## config.mk

```make
export PLATFORM = sky130hd
export DESIGN_NAME = rgb2gray_pad_flat
export DESIGN_NICKNAME = d
export VERILOG_FILES = /design/src/rtl/rgb2gray_pad_if.sv /design/src/rtl/rgb2gray_pad.sv /design/src/flat_wrapper.sv
export SDC_FILE = /design/constraint.sdc
export NUM_CORES = 1
export LEC_CHECK = 0
export BUFFER_PORTS_ARGS = -buffer_cell sky130_fd_sc_hd__buf_2
export CORE_MARGIN = 10
export CORE_UTILIZATION = 50
export DETAILED_ROUTE_END_ITERATION = 16
export PLACE_DENSITY = 0.69
export SLEW_MARGIN = 20
export SYNTH_ARGS = -nofsm -noshare
export SYNTH_HDL_FRONTEND = slang
export SYNTH_SLANG_ARGS = --single-unit
```

## constraint.sdc

```tcl
create_clock -name clk -period 3.95 [get_ports clk]
set_clock_uncertainty 0.2 [all_clocks]
set_input_delay 0.395 -clock clk [delete_from_list [all_inputs] [get_ports clk]]
set_output_delay 0.395 -clock clk [all_outputs]
set_load 0.1 [all_outputs]
```

## src/rtl/rgb2gray_pad_if.sv

```systemverilog
// Pixel-in / padded-byte-out port bundle for rgb2gray_pad.
// The master drives RGB pixels and start; the slave (the converter) drives the line-buffer side.
interface rgb2gray_pad_if;
  logic       start_i;
  logic [7:0] r_i;
  logic [7:0] g_i;
  logic [7:0] b_i;
  logic       pix_valid_i;
  logic       pix_ready_o;
  logic [7:0] data_o;
  logic       shift_en_o;
  logic       frame_done_o;
  logic       busy_o;

  modport master (
    output start_i, r_i, g_i, b_i, pix_valid_i,
    input  pix_ready_o, data_o, shift_en_o, frame_done_o, busy_o
  );

  modport slave (
    input  start_i, r_i, g_i, b_i, pix_valid_i,
    output pix_ready_o, data_o, shift_en_o, frame_done_o, busy_o
  );
endinterface

```

## src/rtl/rgb2gray_pad.sv

```systemverilog
// RGB-to-luma converter that wraps each frame in a one-pixel zero border for the Sobel line buffer.
// Build option: define GRAY_ROUND_EN to round luma to nearest instead of truncating.
module rgb2gray_pad #(
  parameter int WIDTH = 354,
  parameter int HIGH  = 425
) (
  input  logic          clk,
  input  logic          reset_n,
  rgb2gray_pad_if.slave bus
);

  localparam int CW = $clog2(WIDTH + 2);
  localparam int RW = $clog2(HIGH + 2);
  localparam logic [CW-1:0] COL_LAST     = CW'(WIDTH + 1);
  localparam logic [CW-1:0] COL_PIX_LAST = CW'(WIDTH - 1);
  localparam logic [RW-1:0] ROW_LAST     = RW'(HIGH - 1);
`ifdef GRAY_ROUND_EN
  localparam logic [16:0] GRAY_K = 17'd128;
`else
  localparam logic [16:0] GRAY_K = 17'd0;
`endif

  typedef enum logic [2:0] {IDLE, TOP, LEFT, PIX, RIGHT, BOTTOM} state_t;

  state_t        state_q, state_d;
  logic [CW-1:0] col_q, col_d;
  logic [RW-1:0] row_q, row_d;
  logic [7:0]    data_q, data_d;
  logic          shift_en_q, shift_en_d;
  logic          frame_done_q, frame_done_d;
  logic          pix_hs;

  // Coefficients sum to 256, so the 17-bit sum shifted by 8 always fits in a byte.
  function automatic logic [7:0] gray_f(input logic [7:0] r, input logic [7:0] g,
                                        input logic [7:0] b);
    logic [16:0] acc;
    acc = 17'd77 * {9'd0, r} + 17'd150 * {9'd0, g} + 17'd29 * {9'd0, b} + GRAY_K;
    return 8'(acc >> 8);
  endfunction

  assign pix_hs = bus.pix_valid_i && (state_q == PIX);

  always_comb begin
    state_d      = state_q;
    col_d        = col_q;
    row_d        = row_q;
    data_d       = data_q;
    shift_en_d   = 1'b0;
    frame_done_d = 1'b0;
    unique case (state_q)
      IDLE: begin
        if (bus.start_i) begin
          state_d = TOP;
          col_d   = '0;
          row_d   = '0;
        end
      end
      TOP: begin
        shift_en_d = 1'b1;
        data_d     = 8'd0;
        if (col_q == COL_LAST) begin
          col_d   = '0;
          state_d = LEFT;
        end else begin
          col_d = col_q + 1'b1;
        end
      end
      LEFT: begin
        shift_en_d = 1'b1;
        data_d     = 8'd0;
        col_d      = '0;
        state_d    = PIX;
      end
      PIX: begin
        // A stalled cycle emits nothing and leaves data_o at its last value.
        if (pix_hs) begin
          shift_en_d = 1'b1;
          data_d     = gray_f(bus.r_i, bus.g_i, bus.b_i);
          if (col_q == COL_PIX_LAST) begin
            state_d = RIGHT;
          end else begin
            col_d = col_q + 1'b1;
          end
        end
      end
      RIGHT: begin
        shift_en_d = 1'b1;
        data_d     = 8'd0;
        col_d      = '0;
        if (row_q == ROW_LAST) begin
          row_d   = '0;
          state_d = BOTTOM;
        end else begin
          row_d   = row_q + 1'b1;
          state_d = LEFT;
        end
      end
      BOTTOM: begin
        shift_en_d = 1'b1;
        data_d     = 8'd0;
        if (col_q == COL_LAST) begin
          col_d        = '0;
          frame_done_d = 1'b1;
          state_d      = IDLE;
        end else begin
          col_d = col_q + 1'b1;
        end
      end
      default: state_d = IDLE;
    endcase
  end

  always_ff @(posedge clk or negedge reset_n) begin
    if (!reset_n) begin
      state_q      <= IDLE;
      col_q        <= '0;
      row_q        <= '0;
      data_q       <= 8'd0;
      shift_en_q   <= 1'b0;
      frame_done_q <= 1'b0;
    end else begin
      state_q      <= state_d;
      col_q        <= col_d;
      row_q        <= row_d;
      data_q       <= data_d;
      shift_en_q   <= shift_en_d;
      frame_done_q <= frame_done_d;
    end
  end

  assign bus.data_o       = data_q;
  assign bus.shift_en_o   = shift_en_q;
  assign bus.frame_done_o = frame_done_q;
  assign bus.pix_ready_o  = (state_q == PIX);
  assign bus.busy_o       = (state_q != IDLE);

endmodule

```

## src/flat_wrapper.sv

```systemverilog
// flat-port wrapper written by rule: the top's interface ports become plain ports
module rgb2gray_pad_flat 
#(
  parameter int WIDTH = 354,
  parameter int HIGH  = 425
)
  (clk, reset_n, bus_start_i, bus_r_i, bus_g_i, bus_b_i, bus_pix_valid_i, bus_pix_ready_o, bus_data_o, bus_shift_en_o, bus_frame_done_o, bus_busy_o);
  rgb2gray_pad_if bus_i ();
  input  logic clk;
  input  logic reset_n;
  input wire logic [$bits(bus_i.start_i)-1:0] bus_start_i;
  input wire logic [$bits(bus_i.r_i)-1:0] bus_r_i;
  input wire logic [$bits(bus_i.g_i)-1:0] bus_g_i;
  input wire logic [$bits(bus_i.b_i)-1:0] bus_b_i;
  input wire logic [$bits(bus_i.pix_valid_i)-1:0] bus_pix_valid_i;
  output wire logic [$bits(bus_i.pix_ready_o)-1:0] bus_pix_ready_o;
  output wire logic [$bits(bus_i.data_o)-1:0] bus_data_o;
  output wire logic [$bits(bus_i.shift_en_o)-1:0] bus_shift_en_o;
  output wire logic [$bits(bus_i.frame_done_o)-1:0] bus_frame_done_o;
  output wire logic [$bits(bus_i.busy_o)-1:0] bus_busy_o;
  assign bus_i.start_i = bus_start_i;
  assign bus_i.r_i = bus_r_i;
  assign bus_i.g_i = bus_g_i;
  assign bus_i.b_i = bus_b_i;
  assign bus_i.pix_valid_i = bus_pix_valid_i;
  assign bus_pix_ready_o = bus_i.pix_ready_o;
  assign bus_data_o = bus_i.data_o;
  assign bus_shift_en_o = bus_i.shift_en_o;
  assign bus_frame_done_o = bus_i.frame_done_o;
  assign bus_busy_o = bus_i.busy_o;
  rgb2gray_pad #(.WIDTH(WIDTH), .HIGH(HIGH)) u_core (.clk(clk), .reset_n(reset_n), .bus(bus_i));
endmodule
```

======== Yosys cells after proc, flatten, opt, wreduce, memory -nomap -nowiden ========
Index checks and enable logic that the tools add are counted.
word-level totals
  register bits ........................... 31
  input bits .............................. 28
  output and inout port bits .............. 12
  word-level logic and storage cells ...... 60
operators by class
  $add $sub $neg .......................... 4
  multiply operators ...................... 3
  equal/unequal tests ..................... 14
  mux-type cells .......................... 20
  reduce and logical (&&, ||, !) cells .... 13
operator list
  operator                number
  $mux W9                 5
  $pmux W9 S4             1
  $mul A7 B8 Y15 const A  2
  $eq A9 B9 Y1 const B    3
  $add A9 B1 Y9 const B   2
  $mux W3                 6
  $pmux W3 S6             1
  $pmux W9 S2             1
  $add A15 B16 Y16        1
  $add A16 B13 Y16        1
  $pmux W8 S2             1
  $mul A5 B8 Y13 const A  1
  $mux W8                 1
  $ne A2 B1 Y1 const B    4
  $eq A3 B2 Y1 const B    2
  $eq A3 B3 Y1 const B    2
  $reduce_and A5 Y1       1
  $ne A2 B2 Y1 const B    2
  $reduce_and A2 Y1       2
  $reduce_and A4 Y1       1
  $reduce_bool A2 Y1      2
  $reduce_bool A4 Y1      1
  $reduce_or A2 Y1        2
  $reduce_or A4 Y1        1
  other kinds (6)         8

======== Longest topological paths before layout ========
Gate-level depths: netlist of run 1.
  depth in word-level cells ............... 5
  gate-level depth with buffers ........... 26
  depth with buffers taken out ............ 25

======== Worst setup path after synthesis of run 1 ========
No wires, ideal clock.
  kind .................................... input port to flip-flop
  from .................................... input bus_g_i[4]
  to ...................................... register u_core.data_q[7] (netlist: u_core.bus.data_o[7])
  library setup time ...................... 0.071 ns
  arrival ................................. 5.970 ns
  required time ........................... 3.679 ns
  slack ................................... -2.291 ns
  cell stages on the path ................. 21
  buffers on the path ..................... 0
  path through ............................ ha_1 ha_1 inv_1 fa_1 fa_1 inv_1 ha_1 xnor2_1 fa_1 fa_1 inv_1 fa_1 fa_1 inv_1 ha_1 a21oi_1 o221ai_1 a31oi_1 o311ai_1 a211o_1 nand3_1
between the ends
  cells in the longest elaborated chain, start to end .. 5
ends and longest elaborated chain
  what                  line                 source
  from (decl)           flat_wrapper.sv:13   input wire logic [$bits(bus_i.g_i)-1:0] bus_g_i;
  $mul A7 B8 Y15        rgb2gray_pad.sv:37   acc = 17'd77 * {9'd0, r} + 17'd150 * {9'd0, g} + 17'd29 * {9'd0, b} + GRAY_K;
  $add A15 B16 Y16      rgb2gray_pad.sv:37
  $add A16 B13 Y16      rgb2gray_pad.sv:37
  $mux W8               rgb2gray_pad.sv:76   if (pix_hs) begin
  $pmux W8 S2           rgb2gray_pad.sv:50   unique case (state_q)
  to (signal assigned)  rgb2gray_pad.sv:125  data_q <= data_d;
  to (decl)             rgb2gray_pad.sv:28   logic [7:0] data_q, data_d;
No other way between the ends. The select of a mux whose other input is x is not followed.
A chain may end at the register's enable or synchronous reset.

======== Worst setup path after layout of run 1 ========
Same ends and word-level chain as after synthesis.

==> flow_summary.html, run 1 <==
<table>
<tr><th>Metric</th><th>Value</th></tr>
<tr><th colspan="2">Clocking</th></tr>
<tr><td>Clock tree from TritonCTS</td><td>done</td></tr>
<tr><td>H-tree depth reported by CTS</td><td>2</td></tr>
<tr><td>Maximum number of buffers from clock root to sink</td><td>2</td></tr>
<tr><td>Skew-Pair Late Insertion Delay</td><td>0.28 ns</td></tr>
<tr><td>Clock transition time at the flip-flop clock pins of the worst setup and hold paths</td><td>0.07 ns</td></tr>
<tr><td>Number of clock buffers inserted by TritonCTS</td><td>5</td></tr>
<tr><td>Clock sink count</td><td>31</td></tr>
<tr><td>CTS root buf</td><td>clkbuf_8</td></tr>
<tr><th colspan="2">Final layout</th></tr>
<tr><td>Total Nets Final</td><td>784</td></tr>
<tr><td>Utilization after layout</td><td>65.39%</td></tr>
<tr><td>Fraction of layout instances using a drive strength above 1</td><td>28.01%</td></tr>
<tr><td>Area added between synthesis and finish</td><td>27.58%</td></tr>
<tr><td>Non-filler cells, final</td><td>725</td></tr>
<tr><td>Diodes inserted</td><td>0</td></tr>
<tr><td>Area occupied by registers</td><td>775.7 um2</td></tr>
<tr><td>Fill count</td><td>723</td></tr>
<tr><td>Area used by multi-input combinational logic</td><td>3817 um2</td></tr>
<tr><th colspan="2">Placed design</th></tr>
<tr><td>PortBufs</td><td>39</td></tr>
<tr><td>Weighted congestion at the end of routability-driven global placement</td><td>0.8575</td></tr>
<tr><td>Placed Instances</td><td>710</td></tr>
<tr><td>Post-detail-place hpwl</td><td>8.521 mm</td></tr>
<tr><th colspan="2">GRT</th></tr>
<tr><td>Wire length of the first global-routing pass</td><td>17.99 mm</td></tr>
<tr><td>Total global routing track utilization</td><td>15.92%</td></tr>
<tr><td>Met1 global-route usage</td><td>20.24%</td></tr>
<tr><td>Met3 usage</td><td>2.039%</td></tr>
<tr><td>Via count of the first global-routing pass</td><td>4080</td></tr>
<tr><td>Met2 Usage GRT</td><td>28.53%</td></tr>
<tr><td>Most used routing layer in global routing</td><td>met2</td></tr>
<tr><td>Remaining Overflow, GRT</td><td>0</td></tr>
<tr><td>Pin count of the biggest net entering global routing</td><td>32</td></tr>
<tr><td>Antenna violations before repair</td><td>0</td></tr>
<tr><th colspan="2">Routing</th></tr>
<tr><td>Number of search-and-repair iterations in the first detailed-routing pass</td><td>6</td></tr>
<tr><td>DRT iter0 DRCs</td><td>174</td></tr>
<tr><td>Via density</td><td>5.234</td></tr>
<tr><td>Total routed wirelength</td><td>9.955 mm</td></tr>
<tr><td>Residual antenna-violating net count after detailed routing</td><td>0</td></tr>
<tr><td>DRC violation count after routing</td><td>0</td></tr>
<tr><td>Routed length per instance</td><td>13.73 um</td></tr>
<tr><td>Total via count after detailed routing</td><td>3795</td></tr>
<tr><th colspan="2">Floorplanning</th></tr>
<tr><td>Chip height</td><td>117.1 um</td></tr>
<tr><td>Number of primary I/O pins</td><td>40</td></tr>
<tr><td>Row count</td><td>35</td></tr>
<tr><td>Die footprint</td><td>13710 um2</td></tr>
<tr><td>Horiz. Die Dim</td><td>117.1 um</td></tr>
<tr><td>Core region area</td><td>9196 um2</td></tr>
<tr><td>Starting utilization of the core area</td><td>51.25%</td></tr>
<tr><th colspan="2">Critical path</th></tr>
<tr><td>FF-to-FF Start</td><td>u_core.row_q[0]</td></tr>
<tr><td>Cell with the largest stage delay on the worst path</td><td>fa_1</td></tr>
<tr><td>Capturing instance or port of the critical path</td><td>u_core.bus.data_o[7]</td></tr>
<tr><td>Delay contributed by the slowest stage of the critical path</td><td>0.50 ns</td></tr>
<tr><td>Startpoint types</td><td>input port</td></tr>
<tr><td>Length in cells of the worst reg-to-reg path</td><td>7</td></tr>
<tr><td>Critical-path maximum fanout</td><td>5</td></tr>
<tr><td>Worst reg2reg setup slack</td><td>1.65 ns</td></tr>
<tr><td>Data arrival time of the critical path</td><td>5.80 ns</td></tr>
<tr><td>Capture point of the worst reg-to-reg path</td><td>u_core.row_q[3]</td></tr>
<tr><td>Endpoint kind of the worst setup timing path</td><td>register</td></tr>
<tr><td>WP data required</td><td>3.97 ns</td></tr>
<tr><td>CP Class</td><td>input port to register</td></tr>
<tr><td>Crit path cell chain</td><td>buf_8 &gt; ha_4 &gt; ha_4 &gt; inv_2 &gt; fa_1 &gt; fa_1 &gt; inv_2 &gt; ha_4 &gt; o21a_1 &gt; nor2_1 &gt; xnor2_1 &gt; ha_1 &gt; fa_1 &gt; inv_2 &gt; fa_2 &gt; fa_1 &gt; inv_2 &gt; ha_4 &gt; nand4_1 &gt; o221ai_2 &gt; a31oi_2 &gt; o32a_1 &gt; a211o_1 &gt; nand3_1</td></tr>
<tr><td>First element of the critical path</td><td>bus_g_i[4]</td></tr>
<tr><th colspan="2">Synth</th></tr>
<tr><td>Cell count after synthesis</td><td>498</td></tr>
<tr><td>Seq cells post-synth</td><td>31</td></tr>
<tr><td>Seq/Total Area, Yosys</td><td>16.46%</td></tr>
<tr><td>Mean post-synth cell area</td><td>9.464 um2</td></tr>
<tr><td>Asr flop ratio synth</td><td>100.0%</td></tr>
<tr><td>Netlist area before placement</td><td>4713 um2</td></tr>
<tr><td>Cell variety after synth</td><td>52</td></tr>
<tr><td>Number of enable-type register cells in the synthesized netlist</td><td>0</td></tr>
<tr><td>Net count after synthesis</td><td>669</td></tr>
<tr><td>Warning count from the yosys run</td><td>0</td></tr>
<tr><td>Top_reg_cell synth</td><td>dfrtp_1</td></tr>
<tr><th colspan="2">STA</th></tr>
<tr><td>Hold Fails Final Rpt</td><td>0</td></tr>
<tr><td>Max-Slew Margin vs Limit</td><td>37.50%</td></tr>
<tr><td>Number of max-slew violations in the final report</td><td>0</td></tr>
<tr><td>Period Utilization, post-route</td><td>146.3%</td></tr>
<tr><td>RSZ-0062 raised after global routing</td><td>true</td></tr>
<tr><td>Worst setup slack after layout</td><td>-1.829 ns</td></tr>
<tr><td>Peak clock frequency supported by timing</td><td>173.1 MHz</td></tr>
<tr><td>Final Critical Period</td><td>5.779 ns</td></tr>
<tr><td>Worst slew pin tran</td><td>0.9312 ns</td></tr>
<tr><td>Finish-stage setup viols</td><td>8</td></tr>
<tr><th colspan="2">Status</th></tr>
<tr><td>Outcome</td><td>finished with violations</td></tr>
<tr><td>Violated checks</td><td>negative setup slack</td></tr>
<tr><th colspan="2">Worst hold path</th></tr>
<tr><td>Hold crit path type</td><td>input port to register</td></tr>
<tr><th colspan="2">Job</th></tr>
<tr><td>Max Cap Violations</td><td>0</td></tr>
</table>
==> worst min path at each step <==
stage / startpoint / to / cells past startpoint
6_report: bus_pix_valid_i / u_core.bus.data_o[0] / 2
5_1_grt: bus_pix_valid_i / u_core.bus.data_o[0] / 2
4_1_cts: bus_pix_valid_i / u_core.bus.data_o[0] / 2
3_5_place_dp: u_core.bus.data_o[1] / u_core.bus.data_o[1] / 2
3_3_place_gp: u_core.bus.data_o[5] / u_core.bus.data_o[5] / 2
2_1_floorplan: reset_n / u_core.bus.data_o[0] / 0
==> timing repair <==
action	4_1_cts	5_1_grt
endpoints found under the setup margin	8	8
hold endpoints to repair	31	0
pin swaps	27	17
cloned	0	0
hold buffers	1	0
setup buffers	4	2
gates resized for setup	29	2
==> per-layer routing <==
metal / share of wire, % / vias up / wire, um
met1: 46 / 1849 / 4557
met5: 0 / - / 0
met3: 1.6 / 8 / 159
met2: 52 / 30 / 5140
li1: - / 1908 / -
met4: 0.98 / 0 / 98
==> registers in the layout, indices dropped and copies added (netlist names) <==
name,cells
u_core.bus.data_o,8
u_core.bus.frame_done_o,1
u_core.bus.shift_en_o,1
u_core.col_q,9
u_core.row_q,9
u_core.state_q,3
==> cell usage after synthesis, types with 16 or more instances <==
library cell	count	share of area, %
a21oi_1	22	2.3
dfrtp_1	31	16
fa_1	55	23
ha_1	88	23
inv_1	98	7.8
nand2_1	27	2.2
nor2_1	16	1.3
o21ai_0	35	3.7
==> cells in the final DEF (no fill, tap or decap), drive strengths merged, types with 7 or more instances in the layout <==
master | netlist | routed
xnor2 | 9 | 9
ha | 88 | 88
nor2 | 16 | 16
inv | 98 | 98
a21oi | 23 | 23
a21o | 9 | 9
xor2 | 9 | 9
nand4 | 7 | 7
nand2b | 9 | 9
and3 | 8 | 8
o21ai | 39 | 39
dfrtp | 31 | 31
fa | 55 | 55
nand3 | 10 | 10
buf | 3 | 112
nand2 | 27 | 27
==> final cells by class <==
| type | instances | area share (%) |
|---|---|---|
| Clock buffer | 6 | 1.373 |
| Clock inverter | 2 | 0.5826 |
| Timing Repair Buffer | 113 | 13.23 |
| Tap cell | 111 | 2.310 |
| Sequential cell | 31 | 12.90 |
| Multi-Input combinational cell | 364 | 63.48 |
| Inverter | 98 | 6.117 |
==> cells by family (layout without fill, tap and decap cells) <==
family,Yosys count,count (layout),share of synthesized area [%]
buffers and inverters,103,219,8.415
adders and majority gates,143,143,46.72
and+or+nand+nor,108,108,12.42
xor gates and xnor gates,18,18,3.345
DFF,31,31,16.46
AOI/OAI and AO/OA,94,94,12.42
muxes,1,1,0.2124
==> through the flow <==
stage	cell area, um2	hold WS, ns	setup TNS, ns	setup WS, ns
final	6013	0.2285	-13.40	-1.829
after global routing	6013	0.2388	-15.30	-2.039
after detailed placement	5732	0.2666	-16.24	-2.186
after floorplan	4911	-0.1006	-12.75	-1.810
after global placement	5732	0.2635	-15.62	-2.067
after CTS	5996	0.2145	-13.29	-1.843
==> worst max-delay path: cells and delay by family <==
family | cells | cell delay (ns)
compound gates | 5 | 1.00
xor+xnor | 1 | 0.13
fa+ha+maj | 10 | 3.78
buf+inv | 5 | 0.27
simple gates | 3 | 0.22
Power of run 1 is left out: the tool's default activity adds up to more than one toggle a clock period on the data nets, which glitch-free logic cannot reach.
==> run 2, diff against run 1 <==
BUFFER_PORTS_ARGS = not set   (was -buffer_cell sky130_fd_sc_hd__buf_2)
DONT_BUFFER_PORTS = 1   (was not set)
PLACE_DENSITY = not set   (was 0.69)
==> flow_summary.html, run 2 (synthesized netlist as in run 1, its figures left out) <==
<table>
<tr><th>Metric</th><th>Value</th></tr>
<tr><th colspan="2">STA</th></tr>
<tr><td>Finish-stage setup viols</td><td>8 (unchanged)</td></tr>
<tr><td>Number of max-slew violations in the final report</td><td>0 (unchanged)</td></tr>
<tr><td>Period Utilization, post-route</td><td>143.3% (-3.0 points)</td></tr>
<tr><td>Peak clock frequency supported by timing</td><td>176.6 MHz (+2.1%)</td></tr>
<tr><td>Worst setup slack after layout</td><td>-1.711 ns (+0.1173 ns)</td></tr>
<tr><td>Final Critical Period</td><td>5.661 ns (-0.1173 ns)</td></tr>
<tr><td>Hold Fails Final Rpt</td><td>0 (unchanged)</td></tr>
<tr><td>Worst slew pin tran</td><td>0.9964 ns (+0.06520 ns)</td></tr>
<tr><td>RSZ-0062 raised after global routing</td><td>true</td></tr>
<tr><td>Max-Slew Margin vs Limit</td><td>33.13% (-4.4 points)</td></tr>
<tr><th colspan="2">Clocking</th></tr>
<tr><td>Clock sink count</td><td>31 (unchanged)</td></tr>
<tr><td>H-tree depth reported by CTS</td><td>2 (unchanged)</td></tr>
<tr><td>Clock transition time at the flip-flop clock pins of the worst setup and hold paths</td><td>0.07 ns (about the same)</td></tr>
<tr><td>CTS root buf</td><td>clkbuf_8</td></tr>
<tr><td>Clock tree from TritonCTS</td><td>done</td></tr>
<tr><td>Maximum number of buffers from clock root to sink</td><td>2 (unchanged)</td></tr>
<tr><td>Number of clock buffers inserted by TritonCTS</td><td>5 (unchanged)</td></tr>
<tr><td>Skew-Pair Late Insertion Delay</td><td>0.29 ns (about the same)</td></tr>
<tr><th colspan="2">Routing</th></tr>
<tr><td>DRT iter0 DRCs</td><td>179 (+2.9%)</td></tr>
<tr><td>DRC violation count after routing</td><td>0 (unchanged)</td></tr>
<tr><td>Total via count after detailed routing</td><td>3565 (-6.1%)</td></tr>
<tr><td>Total routed wirelength</td><td>10.04 mm (+0.89%)</td></tr>
<tr><td>Via density</td><td>5.369 (+2.6%)</td></tr>
<tr><td>Number of search-and-repair iterations in the first detailed-routing pass</td><td>4 (-2)</td></tr>
<tr><td>Residual antenna-violating net count after detailed routing</td><td>0 (unchanged)</td></tr>
<tr><td>Routed length per instance</td><td>15.13 um (+10%)</td></tr>
<tr><th colspan="2">Final layout</th></tr>
<tr><td>Total Nets Final</td><td>723 (-7.8%)</td></tr>
<tr><td>Fraction of layout instances using a drive strength above 1</td><td>22.24% (-5.8 points)</td></tr>
<tr><td>Non-filler cells, final</td><td>664 (-8.4%)</td></tr>
<tr><td>Most common cell after layout, fill and taps aside</td><td>inv_1</td></tr>
<tr><td>Diodes inserted</td><td>0 (unchanged)</td></tr>
<tr><td>Fill count</td><td>784 (+8.4%)</td></tr>
<tr><td>Leading cell types in the layout, fill and taps excluded</td><td>inv_1 (86), ha_1 (74), fa_1 (53)</td></tr>
<tr><td>Area added between synthesis and finish</td><td>21.13%</td></tr>
<tr><th colspan="2">GRT</th></tr>
<tr><td>Via count of the first global-routing pass</td><td>3800 (-6.9%)</td></tr>
<tr><td>Antenna violations before repair</td><td>0 (unchanged)</td></tr>
<tr><td>Wire length of the first global-routing pass</td><td>17.76 mm (-1.3%)</td></tr>
<tr><td>Total global routing track utilization</td><td>15.92% (about the same)</td></tr>
<tr><td>Remaining Overflow, GRT</td><td>0 (unchanged)</td></tr>
<tr><td>Pin count of the biggest net entering global routing</td><td>32 (unchanged)</td></tr>
<tr><th colspan="2">Critical path</th></tr>
<tr><td>Endpoint kind of the worst setup timing path</td><td>register</td></tr>
<tr><td>WP data required</td><td>3.98 ns (about the same)</td></tr>
<tr><td>CP Class</td><td>input port to register</td></tr>
<tr><td>Critical-path maximum fanout</td><td>5 (unchanged)</td></tr>
<tr><td>Startpoint types</td><td>input port</td></tr>
<tr><td>Data arrival time of the critical path</td><td>5.69 ns (-0.11 ns)</td></tr>
<tr><th colspan="2">Placed design</th></tr>
<tr><td>Weighted congestion at the end of routability-driven global placement</td><td>0.7929 (-7.5%)</td></tr>
<tr><td>Placed Instances</td><td>648 (-8.7%)</td></tr>
<tr><td>Post-detail-place hpwl</td><td>8.599 mm (+0.91%)</td></tr>
<tr><td>PortBufs</td><td>0 (-100%)</td></tr>
<tr><th colspan="2">Job</th></tr>
<tr><td>Max Cap Violations</td><td>0 (unchanged)</td></tr>
<tr><th colspan="2">Status</th></tr>
<tr><td>Violated checks</td><td>negative setup slack</td></tr>
<tr><td>Outcome</td><td>finished with violations</td></tr>
<tr><th colspan="2">Floorplanning</th></tr>
<tr><td>Starting utilization of the core area</td><td>51.25% (unchanged)</td></tr>
<tr><td>Core region area</td><td>9196 um2 (unchanged)</td></tr>
<tr><td>Number of primary I/O pins</td><td>40 (unchanged)</td></tr>
<tr><td>Horiz. Die Dim</td><td>117.1 um (unchanged)</td></tr>
<tr><td>Row count</td><td>35 (unchanged)</td></tr>
<tr><td>Chip height</td><td>117.1 um (unchanged)</td></tr>
<tr><td>Die footprint</td><td>13710 um2 (unchanged)</td></tr>
<tr><th colspan="2">Worst hold path</th></tr>
<tr><td>Hold crit path type</td><td>input port to register</td></tr>
</table>
-- run 2: critical path, stage by stage --
cell and delay, ns:
ha_4 0.22, ha_4 0.25, inv_2 0.03, fa_1 0.45, fa_1 0.51, inv_2 0.05
ha_4 0.23, xnor2_2 0.14, fa_1 0.49, fa_1 0.51, inv_2 0.04, fa_1 0.46
fa_1 0.51, inv_2 0.05, ha_4 0.29, nand4_1 0.11, o221ai_2 0.20, a31oi_4 0.07
o32a_1 0.32, a211o_1 0.29, nand3_1 0.06
-- run 2: timing repair --
item	in CTS	in global routing
buffers inserted	5	1
resized for setup	30	11
hold buffers	2	0
pin swaps	15	15
endpoints found under the hold margin	31	0
setup endpoints to repair	8	8
-- run 2: cell type report --
class | count | area (um2) | area share (%)
inverters | 98 | 367.9 | 6.443
repair buffers | 52 | 427.9 | 7.495
clock buffers | 7 | 96.34 | 1.687
multi-input cells | 364 | 3895 | 68.22
flip-flops and latches | 31 | 775.7 | 13.59
clock inverters | 1 | 7.507 | 0.1315
well taps | 111 | 138.9 | 2.433
-- run 2: routing by layer --
metal  track usage [%]  part of all wire, %
met5                 0                    0
met4             3.048                 0.95
met3             3.976                  5.7
met2             29.66                   52
met1             17.95                   41
-- run 2: path summary, 6_finish.rpt --
kind | cells past startpoint | endpoint | slack (ns) | start
setup / recovery | 21 | u_core.bus.data_o[7] | -1.71 | bus_g_i[4]
hold / removal | 1 | u_core.bus.data_o[0] | 0.08 | bus_pix_valid_i
setup reg to reg | 7 | u_core.row_q[4] | 1.61 | u_core.row_q[0]
hold reg to reg | 1 | u_core.row_q[8] | 0.29 | u_core.row_q[8]
max in group asynchronous | 2 | u_core.row_q[3] | 3.03 | reset_n
min in group asynchronous | 2 | u_core.col_q[8] | 0.35 | reset_n
-- run 2: through the flow --
stage	hold slack (ns)	setup slack (ns)	utilization (%)	setup TNS [ns]	cell area [um2]
4_1_cts	0.08265	-1.733	61.37	-12.28	5644
6_report	0.08338	-1.711	62.08	-12.21	5709
3_5_place_dp	-0.09941	-2.071	58.22	-15.04	5354
2_1_floorplan	-0.1006	-1.810	-	-12.75	4911
5_1_grt	0.09198	-1.986	62.08	-13.94	5709
3_3_place_gp	-0.09954	-1.933	58.22	-14.49	5354
Power of run 2 is left out for the same reason.
==> run 3, diff against run 2 <==
PLACE_DENSITY_LB_ADDON = 0.15   (was not set)
clock period = 5 ns   (was 3.95 ns; I/O delays follow)
==> flow_summary.html, run 3 (synthesized netlist as in run 1, its figures left out) <==
<table>
<tr><th>Metric</th><th>Value</th></tr>
<tr><th colspan="2">Status</th></tr>
<tr><td>Outcome</td><td>finished with violations</td></tr>
<tr><td>Violated checks</td><td>negative setup slack</td></tr>
<tr><th colspan="2">Clocking</th></tr>
<tr><td>Clock sink count</td><td>31 (unchanged)</td></tr>
<tr><td>Clock tree from TritonCTS</td><td>done</td></tr>
<tr><td>CTS root buf</td><td>clkbuf_8</td></tr>
<tr><td>Skew-Pair Late Insertion Delay</td><td>0.28 ns (about the same)</td></tr>
<tr><td>H-tree depth reported by CTS</td><td>2 (unchanged)</td></tr>
<tr><td>Maximum number of buffers from clock root to sink</td><td>2 (unchanged)</td></tr>
<tr><td>Number of clock buffers inserted by TritonCTS</td><td>5 (unchanged)</td></tr>
<tr><td>Clock transition time at the flip-flop clock pins of the worst setup and hold paths</td><td>0.07 ns (about the same)</td></tr>
<tr><th colspan="2">Routing</th></tr>
<tr><td>Residual antenna-violating net count after detailed routing</td><td>0 (unchanged)</td></tr>
<tr><td>Total via count after detailed routing</td><td>3531 (-0.95%)</td></tr>
<tr><td>Routed length per instance</td><td>15.07 um (-0.39%)</td></tr>
<tr><td>Via density</td><td>5.383 (+0.25%)</td></tr>
<tr><td>DRT iter0 DRCs</td><td>158 (-12%)</td></tr>
<tr><td>DRC violation count after routing</td><td>0 (unchanged)</td></tr>
<tr><td>Total routed wirelength</td><td>9.884 mm (-1.6%)</td></tr>
<tr><td>Number of search-and-repair iterations in the first detailed-routing pass</td><td>4 (unchanged)</td></tr>
<tr><th colspan="2">Critical path</th></tr>
<tr><td>Worst reg2reg setup slack</td><td>2.18 ns (+0.57 ns)</td></tr>
<tr><td>Endpoint kind of the worst setup timing path</td><td>register</td></tr>
<tr><td>Data arrival time of the critical path</td><td>5.78 ns (+0.09 ns)</td></tr>
<tr><td>FF-to-FF Start</td><td>u_core.state_q[2]</td></tr>
<tr><td>CP Class</td><td>input port to register</td></tr>
<tr><td>WP data required</td><td>5.02 ns (+1.04 ns)</td></tr>
<tr><td>Length in cells of the worst reg-to-reg path</td><td>6 (-1)</td></tr>
<tr><td>Startpoint types</td><td>input port</td></tr>
<tr><td>Capture point of the worst reg-to-reg path</td><td>u_core.col_q[7]</td></tr>
<tr><td>Critical-path maximum fanout</td><td>5 (unchanged)</td></tr>
<tr><th colspan="2">STA</th></tr>
<tr><td>Finish-stage setup viols</td><td>8 (unchanged)</td></tr>
<tr><td>Hold Fails Final Rpt</td><td>0 (unchanged)</td></tr>
<tr><td>Period Utilization, post-route</td><td>115.2%</td></tr>
<tr><td>RSZ-0062 raised after global routing</td><td>true</td></tr>
<tr><td>Worst setup slack after layout</td><td>-0.7603 ns (+0.9511 ns)</td></tr>
<tr><td>Setup TNS Final</td><td>-4.701 ns (+7.506 ns)</td></tr>
<tr><td>Peak clock frequency supported by timing</td><td>173.6 MHz</td></tr>
<tr><td>Number of max-slew violations in the final report</td><td>0 (unchanged)</td></tr>
<tr><td>Final Critical Period</td><td>5.760 ns</td></tr>
<tr><td>Worst slew pin tran</td><td>1.146 ns (+0.1493 ns)</td></tr>
<tr><td>Max-Slew Margin vs Limit</td><td>23.53% (-9.6 points)</td></tr>
<tr><th colspan="2">Floorplanning</th></tr>
<tr><td>Chip height</td><td>117.1 um (unchanged)</td></tr>
<tr><td>Number of primary I/O pins</td><td>40 (unchanged)</td></tr>
<tr><td>Horiz. Die Dim</td><td>117.1 um (unchanged)</td></tr>
<tr><td>Starting utilization of the core area</td><td>51.25% (unchanged)</td></tr>
<tr><td>Die footprint</td><td>13710 um2 (unchanged)</td></tr>
<tr><td>Row count</td><td>35 (unchanged)</td></tr>
<tr><td>Core region area</td><td>9196 um2 (unchanged)</td></tr>
<tr><th colspan="2">Worst hold path</th></tr>
<tr><td>Hold depth</td><td>1 (unchanged)</td></tr>
<tr><td>Hold crit path type</td><td>input port to register</td></tr>
<tr><td>Hold Path Origin</td><td>bus_pix_valid_i</td></tr>
<tr><td>Hold Path Sink</td><td>u_core.bus.data_o[0]</td></tr>
<tr><th colspan="2">GRT</th></tr>
<tr><td>Antenna violations before repair</td><td>0 (unchanged)</td></tr>
<tr><td>Pin count of the biggest net entering global routing</td><td>32 (unchanged)</td></tr>
<tr><td>Via count of the first global-routing pass</td><td>3654 (-3.8%)</td></tr>
<tr><td>Remaining Overflow, GRT</td><td>0 (unchanged)</td></tr>
<tr><td>Total global routing track utilization</td><td>15.48% (-0.44 points)</td></tr>
<tr><td>Wire length of the first global-routing pass</td><td>17.16 mm (-3.4%)</td></tr>
<tr><th colspan="2">Placed design</th></tr>
<tr><td>Post-detail-place hpwl</td><td>8.466 mm (-1.6%)</td></tr>
<tr><td>Instance area at placement</td><td>5309 um2 (-0.84%)</td></tr>
<tr><td>Weighted congestion at the end of routability-driven global placement</td><td>0.8301 (+4.7%)</td></tr>
<tr><td>PortBufs</td><td>0 (unchanged)</td></tr>
<tr><th colspan="2">Final layout</th></tr>
<tr><td>Total Nets Final</td><td>716 (-0.97%)</td></tr>
<tr><td>Fill count</td><td>791 (+0.89%)</td></tr>
<tr><td>Area added between synthesis and finish</td><td>18.03%</td></tr>
<tr><td>Most common cell after layout, fill and taps aside</td><td>inv_1</td></tr>
<tr><td>Leading cell types in the layout, fill and taps excluded</td><td>inv_1 (85), ha_1 (75), fa_1 (53)</td></tr>
<tr><td>Summed area of non-filler cells in the final layout</td><td>5563 um2 (-2.6%)</td></tr>
<tr><td>Fraction of layout instances using a drive strength above 1</td><td>20.18% (-2.1 points)</td></tr>
<tr><td>Diodes inserted</td><td>0 (unchanged)</td></tr>
<tr><th colspan="2">Job</th></tr>
<tr><td>Max Cap Violations</td><td>0 (unchanged)</td></tr>
</table>
## run 3: layer usage
metal | GRT usage (%) | vias up | part of all wire (%)
met4 | 3.295 | 0 | 1.1
met3 | 3.670 | 9 | 5.9
li1 | - | 1754 | -
met5 | 0 | - | 0
met2 | 27.37 | 44 | 51
met1 | 18.66 | 1724 | 42
## run 3: worst max-delay path, stage by stage
cell and delay [ns]:
ha_4 0.22, ha_4 0.26, inv_2 0.03, fa_1 0.44, fa_1 0.51, inv_2 0.05
ha_4 0.30, o21a_1 0.12, nor2_1 0.04, xnor2_1 0.12, ha_1 0.32, fa_1 0.51
inv_2 0.04, fa_2 0.44, fa_1 0.51, inv_2 0.05, ha_4 0.28, nand4_1 0.11
o221ai_2 0.16, a31oi_2 0.08, o32a_1 0.32, a211o_1 0.30, nand3_1 0.07
## run 3: stage by stage
stage,setup slack [ns],cells,hold slack (ns),utilization (%)
global route,-1.024,656,0.1921,60.49
CTS,-0.7705,653,0.1796,59.41
floorplan,-0.8654,498,0.004409,-
global placement,-0.9832,642,0.005610,57.73
detailed placement,-1.093,642,0.005825,57.73
finish,-0.7603,656,0.1945,60.49
## run 3: worst max path at each step
stage | start | end | cells past startpoint
final | bus_g_i[4] | u_core.bus.data_o[7] | 23
after global routing | bus_g_i[4] | u_core.bus.data_o[7] | 23
after CTS | bus_g_i[4] | u_core.bus.data_o[7] | 23
after detailed placement | bus_g_i[4] | u_core.bus.data_o[7] | 23
after global placement | bus_g_i[4] | u_core.bus.data_o[6] | 23
after floorplan | bus_g_i[4] | u_core.bus.data_o[7] | 21
## run 3: cell type report
class	instances	area, um2	area share, %
inverters	98	367.9	6.613
clock buffers	6	82.58	1.484
flip-flops and latches	31	775.7	13.95
clock inverters	1	5.005	0.08997
multi-input cells	364	3836	68.96
repair buffers	45	356.6	6.410
well taps	111	138.9	2.497
## run 3: timing repair
item                                   in CTS  in global routing
hold buffers                                2                  0
setup endpoints to repair                   8                  8
buffers inserted                            2                  4
resized for setup                           9                 17
endpoints found under the hold margin      31                  0
pin swaps                                  20                 21
Power of run 3 is left out for the same reason.
